File: src/rtl/priority_encoder_with_mask.sv
// Masked priority encoder. The request vector is reduced to the index of its
// winning unmasked bit, and that index is registered together with a valid flag.
module priority_encoder_with_mask #(
   parameter int WIDTH     = 16,
   parameter int OUT_WIDTH = $clog2(WIDTH),
   parameter bit MSB_FIRST = 1'b1
) (
   input  logic                 clk,
   input  logic                 rst,
   input  logic [WIDTH-1:0]     data_in,
   input  logic [WIDTH-1:0]     mask,
   output logic [OUT_WIDTH-1:0] encoded_out,
   output logic                 valid
);

   // Reject bad parameter combinations at elaboration time, before any hardware is built.
   if (WIDTH < 2 || WIDTH > 1024) begin : g_bad_width
      $error("priority_encoder_with_mask: WIDTH must be in 2..1024");
   end
   if (OUT_WIDTH != $clog2(WIDTH)) begin : g_bad_out_width
      $error("priority_encoder_with_mask: OUT_WIDTH must equal $clog2(WIDTH)");
   end

   logic [WIDTH-1:0]     eff;
   logic [OUT_WIDTH-1:0] encoded_d, encoded_q;
   logic                 valid_d, valid_q;

   assign eff = data_in & ~mask;

   // The scan runs toward the priority end, so the last set bit it meets wins.
   // Only real bit positions are scanned, so the index stays at or below WIDTH-1.
   always_comb begin
      encoded_d = '0;
      valid_d   = |eff;
      if (MSB_FIRST) begin
         for (int i = 0; i < WIDTH; i++) begin
            if (eff[i]) encoded_d = OUT_WIDTH'(i);
         end
      end else begin
         for (int i = WIDTH - 1; i >= 0; i--) begin
            if (eff[i]) encoded_d = OUT_WIDTH'(i);
         end
      end
   end

   always_ff @(posedge clk) begin
      if (rst) begin
         encoded_q <= '0;
         valid_q   <= 1'b0;
      end else begin
         encoded_q <= encoded_d;
         valid_q   <= valid_d;
      end
   end

   assign encoded_out = encoded_q;
   assign valid       = valid_q;

endmodule

File: config.mk
export PLATFORM = sky130hd
export DESIGN_NAME = priority_encoder_with_mask
export DESIGN_NICKNAME = d
export VERILOG_FILES = /design/src/rtl/priority_encoder_with_mask.sv
export SDC_FILE = /design/constraint.sdc
export NUM_CORES = 1
export LEC_CHECK = 0
export BUFFER_PORTS_ARGS = -buffer_cell sky130_fd_sc_hd__buf_2
export CORE_MARGIN = 1.5
export CORE_UTILIZATION = 30
export DETAILED_ROUTE_END_ITERATION = 8
export PLACE_DENSITY = 0.67
export SLEW_MARGIN = 20
export SYNTH_ARGS = -nofsm -noshare
export SYNTH_HDL_FRONTEND = slang
export SYNTH_SLANG_ARGS = --single-unit
File: constraint.sdc
create_clock -name clk -period 1 [get_ports clk]
set_clock_uncertainty 0.05 [all_clocks]
set_input_delay 0 -clock clk [delete_from_list [all_inputs] [get_ports clk]]
set_output_delay 0 -clock clk [all_outputs]
set_load 0.01 [all_outputs]
After elaboration in Yosys (flattened, before gate mapping)
Cells that the tools add are included.
{"block": "word_totals", "ff_bits": 5, "latchBits": 0, "ram_bits": 0, "rom_bits": 0, "input_bits": 34, "output_inout_bits": 5, "word_cells": 20, "mem_count": 0}
{"block": "classes", "addsub": 0, "mul": 0, "div_mod_pow": 0, "order_cmp": 0, "eq_ne": 0, "shifts": 0, "muxes": 15, "bitwise_logic": 2, "n_reduce_logical": 1}
{"op": "$mux 4", "count": 14}
{"op": "$and 16x16->16", "count": 1}
{"op": "$not 16->16", "count": 1}
{"op": "$reduce_or 16->1", "count": 1}
{"op": "$mux 1", "count": 1}

Depth between registers and ports, before layout
Gate-level depths: netlist of run 1.
{"block": "depth", "depth_word": 17, "mapped_depth": 5, "mapped_depth_nobuf": 5}

Worst setup path after synthesis of run 1
No wires, ideal clock.
{"block": "synth_timing", "path_kind": "in2reg", "from": "input mask[5]", "to": "register encoded_q[0] (netlist: encoded_out[0])", "setup_time_ns": 0.120, "arrival_ns": 0.720, "required_ns": 0.830, "slack_ns": 0.110, "path_stages": 5, "n_path_buf": 0, "cell_sequence": "nand2b_2 -> a31oi_1 -> a211o_1 -> a311oi_1 -> nor2_1"}
{"block": "synth_between", "elab_chain_len": 13}
{"item": "start: declaration", "line": "11", "rtl": "input logic [WIDTH-1:0] mask,"}
{"item": "$not 16->16", "line": "28", "rtl": "assign eff = data_in & ~mask;"}
{"item": "$and 16x16->16", "line": "28"}
{"item": "$mux 4 (11 in a row)", "line": "37", "rtl": "if (eff[i]) encoded_d = OUT_WIDTH'(i);"}
{"item": "end signal: assignment", "line": "51", "rtl": "encoded_q <= encoded_d;"}
{"item": "end: declaration", "line": "25", "rtl": "logic [OUT_WIDTH-1:0] encoded_d, encoded_q;"}
No other way between the ends.
A chain may end at the register's enable or synchronous reset.

Final worst setup path of run 1
{"block": "layout_timing", "from": "input data_in[7]", "to": "register valid_q (netlist: valid)"}
{"block": "layout_between", "elab_chain_len": 2}
{"item": "start: declaration", "line": "10", "rtl": "input logic [WIDTH-1:0] data_in,"}
{"item": "$and 16x16->16", "line": "28"}
{"item": "$reduce_or 16->1", "line": "34", "rtl": "valid_d = |eff;"}
{"item": "end signal: assignment", "line": "52", "rtl": "valid_q <= valid_d;"}
{"item": "end: declaration", "line": "26", "rtl": "logic valid_d, valid_q;"}
No other way between the ends.

==> flow_summary_export.csv, run 1 <==
group,metric,value,unit
die,pin_count,39,
cts,cts_tree,"built",
cts,cts_resized,0,
worst_setup_path,crit_type,"in -> reg",
timing,clock.fmax,1.17,GHz
timing,setup-violations-final,0,
logic_synthesis,yosysSeqAreaShare,0.235,
placement,gp_congestion,0.726,
logic_synthesis,ys_seq_elements,5,
timing,tightest_slew,0.306,ns
placement,place_area,672,sq um
timing,period_share,0.855,
worst_setup_path,crit_path_start_kind,"input pin",
layout,fin_area,708,sq um
pwr,leakagePower,0.383,nW
pwr,irDropWorstVdd,318,uV
drt,via_per_inst,4.60,
pwr,fin_total_pwr,0.684,mW
timing,hold_viol,0,
global_route,grt_pass1_wl,1610,um
timing,rsz0062_at_grt,"no",
pwr,seq_power_share,0.321,
worst_setup_path,end_kind,"flop",
layout,nFillCells,148,
timing,slew-limit-headroom,0.794,
logic_synthesis,ys_warn_count,0,
timing,final.setup.tns,0,ns
die,dieWidth,40.7,um
worst_setup_path,cp.required,1.05,ns
pwr,clkPwrFrac,0.333,
cts,path_clk_slew,0.04,ns
pwr,p_sw,0.180,mW
logic_synthesis,ys_top_cells_by_count,"nor2_1 (6), and2b_2 (5), dfxtp_1 (5), inv_1 (5)",
drt,num_vias,529,
layout,final_net_count,135,
logic_synthesis,async_reset_ff_frac,0,
logic_synthesis,netlist.area_leader.share,0.235,
placement,hpwl,939,um
pwr,swShare,0.262,
cts,cts_hold_buf,1,
run_status,status,"finished, final reports clean",
logic_synthesis,synth_nets,86,
cts,clock_tree.root_cell,"clkbuf_4",
drt,routed_wl,1030,um
die,design.core.area,1320,sq um
drt,antenna_left,0,
hold_path,hold_path_class,"in -> reg",
logic_synthesis,synth_area_leader_cell,"dfxtp_1",
pwr,comb_power_share,0.346,
drt,wire_per_inst,8.91,um
global_route,antenna_found_initial,0,
die,num_rows,13,
logic_synthesis,syn_inst,52,
drt,drt_iter0_markers,5,
placement,port_buffers,38,
pwr,p_int,0.505,mW
global_route,gr-total-overflow,0,
die,start_util,0.323,
cts,cts_buffers,3,
die,dieHeight,40.7,um
layout,area_delta_synth_final,66.5,%
drt,post-route-drc-count,0,
cts,clockBufferDepth,2,
worst_setup_path,crit_end,"valid",
worst_setup_path,cp_data_arrival_time,0.91,ns
logic_synthesis,synth_edf_count,0,
timing,hold_ws,0.115,ns
cts,h-tree-depth,1,
logic_synthesis,post-synth-top-count-cell,"nor2_1",
pwr,cellPowerDensity,966,nW/um^2
layout,antenna_cells,0,
die,die_area,1650,sq um
worst_setup_path,cp-startpoint,"data_in[7]",
logic_synthesis,synth-main-ff-cell,"dfxtp_1",
worst_setup_path,crit_fanout,2,
global_route,grt_max_degree,6,
cts,cts.sinks,5,
logic_synthesis,synth_area,425,sq um
global_route,grtUsageTotal,0.147,
drt,drtPass1Iterations,2,
job,drv_cap,0,
timing,final.min_clock_period,0.855,ns
logic_synthesis,synth_area_per_cell,8.18,sq um
global_route,grt_pass1_vias,425,
logic_synthesis,synth_area_leaders,"dfxtp_1 (24%), and2b_2 (10%), nor2b_4 (6.5%)",
timing,final_max_slew_viol_count,0,
layout,drive_above_1_share,0.620,
cts,postCtsSetupBuffers,0,
logic_synthesis,yosysUniqueCellTypes,27,
kinds of logic after synthesis:
kind of cell	count (synthesis)	share of synthesized area
AO/OA/AOI/OAI	14	0.229
buffers and inverters	5	0.0441
flip-flops	5	0.235
AND/OR/NAND/NOR	28	0.491
stage by stage:
| step | setup WS, ns | util | cells |
|---|---|---|---|
| 2_1_floorplan | 0.110 | - | 52 |
| 3_3_place_gp | -0.111 | 0.510 | 110 |
| 3_5_place_dp | -0.0910 | 0.510 | 110 |
| 4_1_cts | 0.156 | 0.538 | 115 |
| 5_1_grt | 0.0633 | 0.538 | 115 |
| 6_report | 0.145 | 0.538 | 115 |
worst min path at each step:
stage | start | endpoint | slack (ns) | depth (start not counted)
3_5_place_dp | rst | encoded_out[1] | 0.18 | 2
4_1_cts | data_in[15] | encoded_out[0] | 0.12 | 4
2_1_floorplan | rst | encoded_out[1] | 0.02 | 1
3_3_place_gp | rst | encoded_out[0] | 0.17 | 2
6_report | data_in[15] | encoded_out[0] | 0.11 | 4
5_1_grt | data_in[15] | encoded_out[0] | 0.14 | 4
flip-flops by register name, summed over array words and instances, names as in the netlist:
name         flops
valid            1
encoded_out      4
per-layer routing:
layer  vias up  part of all wire  global-route usage  wire (um)
li1        280                 -                   -          -
met1       231              0.43               0.154        439
met2        18              0.51               0.270        526
met3         0             0.057              0.0326         58
met4         0                 0              0.0750          0
met5         -                 0                   0          0
worst max-delay path, cell delays in order:
cell,delay [ns]
buf_2,0.09
nor2b_2,0.15
nor2_1,0.14
nand3_1,0.12
nor4_1,0.28
a31oi_1,0.13
cell type report:
class	count	area (sq um)	area share
Multi-Input combinational cell	42	307	0.433
Timing Repair Buffer	44	238	0.336
Sequential cell	5	100	0.141
Clock buffer	4	26.3	0.0371
Inverter	5	18.8	0.0265
Tap cell	15	18.8	0.0265
power groups by stage:
stage / Combinational, mW / Sequential, mW / Clock [mW]
finish: 0.237 / 0.220 / 0.228
global route: 0.266 / 0.222 / 0.251
floorplan: 0.107 / 0.233 / 0
detailed placement: 0.236 / 0.223 / 0
CTS: 0.240 / 0.220 / 0.239
global placement: 0.231 / 0.223 / 0
placed cells by master (no fill, tap or decap), drive strengths merged:
cell type    Yosys  final
buf              0     43
nor2             6      6
inv              5      5
and2b            5      5
dfxtp            5      5
nor2b            5      5
clkbuf           0      4
a21oi            3      3
o21ai            3      3
nand2b           3      3
a31oi            2      2
nand2            2      2
or2b             2      2
nor4             2      2
o311ai           1      1
a211o            1      1
and2             1      1
a311oi           1      1
nand3            1      1
nor3             1      1
o211ai           1      1
a221oi           1      1
o22ai            1      1
dlygate4sd3      0      1
(Power assumes the default switching activity.)
==> run 2, diff against run 1 <==
--- a/config.mk
+++ b/config.mk
@@ -5,11 +5,13 @@
 export SDC_FILE = /design/constraint.sdc
 export NUM_CORES = 1
 export LEC_CHECK = 0
+export ABC_AREA = 1
 export BUFFER_PORTS_ARGS = -buffer_cell sky130_fd_sc_hd__buf_2
 export CORE_MARGIN = 1.5
 export CORE_UTILIZATION = 30
 export DETAILED_ROUTE_END_ITERATION = 8
 export PLACE_DENSITY = 0.67
+export REMOVE_ABC_BUFFERS = 1
 export SLEW_MARGIN = 20
 export SYNTH_ARGS = -nofsm -noshare
 export SYNTH_HDL_FRONTEND = slang
==> constraint.sdc (replaced) <==
create_clock -name clk -period 0.9 [get_ports clk]
set_clock_uncertainty 0.05 [all_clocks]
set_input_delay 0 -clock clk [delete_from_list [all_inputs] [get_ports clk]]
set_output_delay 0 -clock clk [all_outputs]
set_load 0.01 [all_outputs]
==> flow_summary_export.csv, run 2 <==
group,metric,value,unit
cts,clock_tree.root_cell,"clkbuf_4",
run_status,status,"finished, final reports clean",
pwr,fin_total_pwr,0.749,mW
timing,final.setup.tns,0,ns
cts,cts_tree,"built",
global_route,gr-total-overflow,0,
drt,wire_per_inst,7.10,um
layout,layout_commonest_cell,"buf_2",
logic_synthesis,synth_area_leaders,"dfxtp_1 (24%), nand2_1 (19%), nand2_2 (13%)",
timing,slew-limit-headroom,0.868,
cts,h-tree-depth,1,
drt,num_vias,536,
global_route,grt_pass1_wl,1410,um
placement,port_buffers,38,
pwr,irDropWorstVdd,324,uV
layout,antenna_cells,0,
logic_synthesis,synth_edf_count,0,
cts,cts.sinks,5,
layout,largest_register_ffs,4,
logic_synthesis,yosysSeqAreaShare,0.237,
pwr,cellPowerDensity,1070,nW/um^2
timing,hold_ws,0.0248,ns
die,dieWidth,40.5,um
die,dieHeight,40.5,um
layout,final_net_count,149,
logic_synthesis,ys_top_cells_by_count,"nand2_1 (21), inv_1 (11), nand2_2 (9)",
global_route,grtUsageTotal,0.124,
timing,tightest_slew,0.197,ns
layout,final_cell_mix,"buf_2 (36), nand2_1 (21), inv_1 (10), nand2_2 (9), dfxtp_1 (5)",
logic_synthesis,post-synth-top-count-cell,"nand2_1",
drt,antenna_left,0,
logic_synthesis,synth_area,423,sq um
global_route,antenna_found_initial,0,
cts,cts_buffers,3,
die,start_util,0.325,
worst_setup_path,crit_path_start_kind,"input pin",
worst_setup_path,end_kind,"flop",
logic_synthesis,synth-main-ff-cell,"dfxtp_1",
timing,final_max_slew_viol_count,0,
cts,clockBufferDepth,2,
logic_synthesis,synth_area_per_cell,6.13,sq um
worst_setup_path,crit_fanout,2,
layout,area_delta_synth_final,65.7,%
die,die_area,1640,sq um
timing,hold_viol,0,
placement,gp_congestion,0.643,
timing,clock.fmax,1.26,GHz
timing,setup-violations-final,0,
placement,hpwl,851,um
worst_setup_path,cp.required,1.02,ns
timing,final.min_clock_period,0.795,ns
worst_setup_path,crit_type,"in -> reg",
cts,path_clk_slew,0.04,ns
die,num_rows,13,
hold_path,worstHoldPathCells,3,
drt,post-route-drc-count,0,
drt,via_per_inst,4.16,
logic_synthesis,syn_inst,69,
logic_synthesis,ys_warn_count,0,
timing,period_share,0.884,
logic_synthesis,async_reset_ff_frac,0,
drt,drtPass1Iterations,2,
worst_setup_path,cp_data_arrival_time,0.91,ns
layout,final_util,0.538,
global_route,grt_pass1_vias,441,
timing,rsz0062_at_grt,"yes",
pwr,leakagePower,0.454,nW
logic_synthesis,netlist.area_leader.share,0.237,
global_route,grt_max_degree,6,
job,drv_cap,0,
die,pin_count,39,
layout,drive_above_1_share,0.544,
drt,drt_iter0_markers,3,
drt,routed_wl,916,um
die,design.core.area,1300,sq um
logic_synthesis,synth_area_leader_cell,"dfxtp_1",
layout,nFillCells,143,
hold_path,hold_path_class,"in -> reg",
logic_synthesis,yosysUniqueCellTypes,17,
logic_synthesis,ys_seq_elements,5,
[run 2: kinds of logic (layout without fill, tap and decap cells)]
| kind of cell | Yosys count | count (layout) | synth area share |
|---|---|---|---|
| and+or+nand+nor | 39 | 39 | 0.476 |
| DFF | 5 | 5 | 0.237 |
| buffers and inverters | 16 | 61 | 0.145 |
| AOI/OAI and AO/OA | 9 | 9 | 0.142 |
[run 2: area by class of cell]
type                            instances  area, sq um  share of cell area
Inverter                               16         61.3              0.0875
Sequential cell                         5          100               0.143
Tap cell                               15         18.8              0.0268
Multi-Input combinational cell         48          267               0.380
Clock buffer                            4         26.3              0.0375
Timing Repair Buffer                   41          228               0.325
[run 2: final timing paths]
kind | slack, ns | start | end
min | 0.02 | data_in[0] | valid
max | 0.10 | mask[2] | encoded_out[0]
[run 2: report_power, final]
part	switching (mW)	internal [mW]
clock network	0.0794	0.167
registers	0.00389	0.241
logic	0.127	0.132
[run 2: layer usage]
layer	track usage	routed length (um)	vias to the layer above
met5	0	0	-
met4	0.0750	0	0
met3	0	57	0
met2	0.246	512	20
met1	0.125	346	221
li1	-	-	295
[run 2: through the flow]
| stage | cells | instance area (sq um) | setup WS [ns] |
|---|---|---|---|
| floorplan | 69 | 423 | 0.0245 |
| global placement | 124 | 647 | -0.148 |
| detailed placement | 124 | 647 | -0.176 |
| CTS | 129 | 683 | 0.0655 |
| global route | 129 | 701 | -0.0441 |
| finish | 129 | 701 | 0.105 |
[run 2: timing repair]
action | CTS | global route
endpoints found under the hold margin | 5 | 0
setup endpoints to repair | 0 | 1
buffers inserted | 0 | 0
resized for setup | 0 | 4
hold buffers | 1 | 0
[run 2: critical path, stage by stage]
cell and delay (ns):
buf_2 0.08, clkinv_1 0.06, nand2_2 0.06, nand2_1 0.05
nand2_1 0.05, nand2_1 0.05, nand2_1 0.05, nand2_1 0.04
nand2_1 0.05, nand2_1 0.04, nand2_1 0.05, nand2_1 0.04
nand2_1 0.05, nand2_1 0.04, nand2_1 0.05, nand2_1 0.05
a21oi_2 0.10
